**config.mk**
```make
export PLATFORM = sky130hd
export DESIGN_NAME = fwd_hazard_unit
export DESIGN_NICKNAME = d
export VERILOG_FILES = /design/src/rtl/fwd_hazard_unit.sv
export SDC_FILE = /design/constraint.sdc
export NUM_CORES = 1
export LEC_CHECK = 0
export ABC_AREA = 1
export ABC_CLOCK_PERIOD_IN_PS = 2150
export BUFFER_PORTS_ARGS = -buffer_cell sky130_fd_sc_hd__buf_4
export CAP_MARGIN = 20
export CORE_MARGIN = 10
export CORE_UTILIZATION = 52
export CTS_CLUSTER_SIZE = 10
export DETAILED_ROUTE_END_ITERATION = 8
export GPL_TIMING_DRIVEN = 0
export HOLD_SLACK_MARGIN = 0.1
export PLACE_DENSITY = 0.89
export SLEW_MARGIN = 5
export SYNTH_ARGS = -nofsm -noshare
export SYNTH_HDL_FRONTEND = slang
export SYNTH_SLANG_ARGS = --single-unit
```
**constraint.sdc**
```tcl
create_clock -name clk -period 2.15 [get_ports clk]
set_clock_uncertainty 0.1 [all_clocks]
set_input_delay 0.43 -clock clk [delete_from_list [all_inputs] [get_ports clk]]
set_output_delay 0.43 -clock clk [all_outputs]
set_load 0.01 [all_outputs]
```
**src/rtl/fwd_hazard_unit.sv**
```systemverilog
// Forwarding and load-use hazard controller for the 5-stage pipeline.
// Registers the EX-stage operand selects and inserts load-use bubbles.
module fwd_hazard_unit #(
  parameter int REG_AW    = 5,
  parameter int NUM_SRC   = 2,
  parameter int STALL_CYC = 1,
  parameter int CNT_W     = 16
) (
  input  logic                      clk,
  input  logic                      arst,
  input  logic                      id_valid,
  input  logic [NUM_SRC*REG_AW-1:0] id_rs,
  input  logic [NUM_SRC-1:0]        id_rs_used,
  input  logic [REG_AW-1:0]         ex_rd,
  input  logic                      ex_reg_write,
  input  logic                      ex_mem_read,
  input  logic [REG_AW-1:0]         mem_rd,
  input  logic                      mem_reg_write,
  input  logic                      stall_ext,
  input  logic                      flush,
  output logic [2*NUM_SRC-1:0]      fw_sel,
  output logic                      stall_id,
  output logic                      bubble_ex,
  output logic [CNT_W-1:0]          stall_count
);

  typedef enum logic {ST_RUN, ST_LU_WAIT} state_t;

  localparam logic [3:0]        LP_CNT_INIT = 4'(STALL_CYC - 1);
  localparam logic [REG_AW-1:0] LP_X0       = '0;
  localparam bit                LP_MULTI    = (STALL_CYC > 1);

  state_t               r_state;
  state_t               w_state_nxt;
  logic [3:0]           r_cnt;
  logic [3:0]           w_cnt_nxt;
  logic [NUM_SRC-1:0]   w_match_ex;
  logic [NUM_SRC-1:0]   w_match_mem;
  logic [2*NUM_SRC-1:0] w_sel_nxt;
  logic                 w_hazard;
  logic                 w_stall;
  logic [2*NUM_SRC-1:0] r_fw_sel;
  logic [CNT_W-1:0]     r_stall_count;

  // EX is the newer producer, so its match wins over MEM.
  always_comb begin
    w_match_ex  = '0;
    w_match_mem = '0;
    w_sel_nxt   = '0;
    for (int i = 0; i < NUM_SRC; i++) begin
      w_match_ex[i]  = id_rs_used[i] & ex_reg_write & (ex_rd != LP_X0) &
                       (ex_rd == id_rs[i*REG_AW +: REG_AW]);
      w_match_mem[i] = id_rs_used[i] & mem_reg_write & (mem_rd != LP_X0) &
                       (mem_rd == id_rs[i*REG_AW +: REG_AW]);
      if (w_match_ex[i]) begin
        w_sel_nxt[2*i +: 2] = 2'b10;
      end else if (w_match_mem[i]) begin
        w_sel_nxt[2*i +: 2] = 2'b01;
      end
    end
  end

  assign w_hazard = id_valid & ex_mem_read & (|w_match_ex);

  always_ff @(posedge clk or posedge arst) begin
    if (arst) begin
      r_state <= ST_RUN;
      r_cnt   <= '0;
    end else begin
      r_state <= w_state_nxt;
      r_cnt   <= w_cnt_nxt;
    end
  end

  always_comb begin
    w_state_nxt = r_state;
    w_cnt_nxt   = r_cnt;
    if (flush) begin
      w_state_nxt = ST_RUN;
      w_cnt_nxt   = '0;
    end else if (!stall_ext) begin
      case (r_state)
        ST_RUN: begin
          if (w_hazard && LP_MULTI) begin
            w_state_nxt = ST_LU_WAIT;
            w_cnt_nxt   = LP_CNT_INIT;
          end
        end
        ST_LU_WAIT: begin
          w_cnt_nxt = r_cnt - 4'd1;
          if (r_cnt <= 4'd1) begin
            w_state_nxt = ST_RUN;
            w_cnt_nxt   = '0;
          end
        end
        default: begin
          w_state_nxt = ST_RUN;
          w_cnt_nxt   = '0;
        end
      endcase
    end
  end

  // A frozen or redirected pipeline never takes a bubble.
  always_comb begin
    w_stall = 1'b0;
    if (!arst && !flush && !stall_ext) begin
      case (r_state)
        ST_RUN:     w_stall = w_hazard;
        ST_LU_WAIT: w_stall = 1'b1;
        default:    w_stall = 1'b0;
      endcase
    end
  end

  assign stall_id  = w_stall;
  assign bubble_ex = w_stall;

  always_ff @(posedge clk or posedge arst) begin
    if (arst) begin
      r_fw_sel <= '0;
    end else if (flush) begin
      r_fw_sel <= '0;
    end else if (stall_ext) begin
      r_fw_sel <= r_fw_sel;
    end else if (w_stall) begin
      r_fw_sel <= '0;
    end else begin
      r_fw_sel <= w_sel_nxt;
    end
  end

  always_ff @(posedge clk or posedge arst) begin
    if (arst) begin
      r_stall_count <= '0;
    end else if (w_stall && (r_stall_count != {CNT_W{1'b1}})) begin
      r_stall_count <= r_stall_count + CNT_W'(1);
    end
  end

  assign fw_sel      = r_fw_sel;
  assign stall_count = r_stall_count;

endmodule

```
==> results.md <==
- Die W: 79.4 µm
- Share of the synthesized area in the top cell type: 34.1%
- Sw Ratio: 27.3%
- Run status: finished clean
- Initial core utilization: 54.6%
- Root Buffer: clkbuf_4
- First-pass GRT wire length: 8.03 mm
- Peak supply drop: 0.203 mV
- F_max: 0.487 GHz
- CP endpoint kind: output pin
- Max-cap violation count: 0
- Syn_nets: 305
- Critical path required time: around 1.6 ns
- Setup ws final: 0.0946 ns
- Cell Chain, Critical Path: buf_4 > inv_4 > nor2_1 > nor2_1 > nand2_1 > nor2_1 > nand2_1 > nand2_1 > nand2_2 > nand2_4 > nand2_4 > inv_2 > buf_4 > buf_4
- Diodes inserted: 0
- Routed vias/inst: 5.24
- Worst setup SP type: input pin
- Largest net degree at the start of global routing: 26
- Worst-path clk slew: around 0.14 ns
- Final setup fails: 0
- Slew @ Worst Pin: 0.937 ns
- Tmin final: 2.06 ns
- Area contributors post-synth: dfrtp_1, nand2_1, nand4_1
- DIE AREA: around 6300 µm²
- Max incr delay on CP: 0.12 ns
- Overall routing resource usage: 15.1%
- CTS tree: built
- DPL Wire Length: 3.85 mm
- Yosys warns: 0
- Fraction of layout cells with a size suffix above 1: between 20% and 30%
- Ports: 52
- Synthesized instance count: about 270
- H-tree depth: 1
- Gr ovfl total: 0
- Mapped cell area: roughly 1800 µm²
- DP Worst Slack: -0.102 ns
- Vias in the first global route: 1893
- Area delta synth->final: 27.3%
- Gate power share: 17.9%
- Synth Area per Inst: 6.75 µm²
- Commonest cells after routing, fill and taps aside: nand2_1, buf_4, inv_1
- Critical path class: input pin to output pin
- CTS sink cnt: 25
- Clock network power share: 25.6%
- Final Hold Viols: 0
- Cell variety after synth: 24
- Crit path max fanout: 4
- Most common cell after layout, fill and taps aside: nand2_1
- Bufs on Longest Clock Path: 2
- Vias: 1972
- Number of enable flip-flop cells after synthesis: 0
- Port buffer count: 51
- Hold_buf cts: 0
- Seq/Total Area, Yosys: 34.1%
- Fin crit share: 95.6%
- Latest clock arrival within the worst-skew pair: ~0.33 ns
- Worst path arrival time: 1.53 ns
- Yosys reg bits: 25
- Drt pass-1 iters: 4
- Pwr dens: 363 nW/µm²
- Asr flop ratio synth: 100%
- DRT Wirelength: 4.79 mm
- Core Area: 3360 µm²
- WL per Instance: ~13 µm
- Internal: 617 µW
- Iteration-0 DRC Markers: between 150 and 200
- Cell Rows: 21
- Worst hold path type: input pin to async pin
- Routability cong.: 0.979
- Antenna violations before repair: 0
- Net Sw Power: 232 µW
- Pleak: ~0.0013 µW
- Final slew viol count: 0
- Post-route ant nets: 0
- DRC: 0
- CTS Buf Count: 3
- Reg power frac: between 50% and 60%
- Slew headroom: 37.4%
- Top FF cell, synth: dfrtp_1
- Total power: 848 µW
- Post-synth top area cell: dfrtp_1
- Slowest library cell on the worst path: buf_4
- Final core occ: just under 70%
- Die height: 79.4 µm
- Final #Nets: 364
[path summary, 6_finish.rpt]
path	to	slack (ns)	startpoint	cells past startpoint
max	stall_id	0.09	ex_rd[3]	14
min in group clk	fw_sel[3]	0.32	stall_ext	4
min	stall_count[15]	0.22	arst	2
max reg2reg	stall_count[2]	0.25	stall_count[0]	7
min reg2reg	fw_sel[3]	0.42	fw_sel[3]	2
max in group asynchronous	fw_sel[1]	1.15	arst	2
[cell type report]
type                            count  area [µm²]
Fill cell                         306        1020
Timing Repair Buffer               54         405
Buffer                              5        33.8
Sequential cell                    25         626
Tap cell                           46        57.6
Inverter                           34         130
Multi-Input combinational cell    208        1060
Clock buffer                        4        26.3
[logic make-up after synthesis]
family	synth area share [%]
adder cells (fa/ha/maj)	2.04
flip-flops	34.1
AO/OA/AOI/OAI	2.93
AND/OR/NAND/NOR	42.6
XOR/XNOR	9.54
buffers and inverters	8.79
[critical path: cells and delay by family]
kind,cells,cell delay (ns)
AND/OR/NAND/NOR,9,0.64
buffers and inverters,5,0.46
[per-layer routing]
metal | share of wire (%) | GRT usage (%)
met1 | 40 | 17.8
met4 | 1.9 | 5.73
met3 | 6.7 | 3.72
met5 | 0 | 0
met2 | 51 | 25.6
[registers in the layout, summed over array words and instances (netlist names)]
name	count
r_cnt	4
r_state	1
fw_sel	4
stall_count	16
[per-stage QoR]
step / TNS, ns / instances / hold WS, ns / cell area [µm²]
2_1_floorplan: 0 / 272 / 0.357 / 1840
3_3_place_gp: -0.0810 / 369 / 0.373 / 2280
3_5_place_dp: -0.120 / 369 / 0.393 / 2280
4_1_cts: 0 / 374 / 0.269 / 2310
5_1_grt: -0.00454 / 376 / 0.299 / 2340
6_report: 0 / 376 / 0.219 / 2340
[cells in the mapped netlist (3+ instances only)]
library cell and number:
inv_1 30, nand4_1 19, nand3_1 15, nor3_1 7
buf_2 3, xor2_1 13, dfrtp_1 25, nor2_1 26
inv_2 4, ha_1 3, a21oi_1 4, nand2_1 101
o21ai_0 3, xnor2_1 7, o22ai_1 3
[power by group through the flow]
stage	Clock, µW	Combinational, µW	Sequential, µW
floorplan	0	77.0	488
global placement	0	147	488
detailed placement	0	150	488
CTS	218	151	479
global route	238	175	480
finish	217	152	479
[timing repair]
item	CTS	global route
setup endpoints to repair	2	2
pin swaps	1	6
setup buffers	1	2
resized for setup	2	6
endpoints found under the hold margin	0	0
No activity file was read; power rests on OpenSTA's default activity.
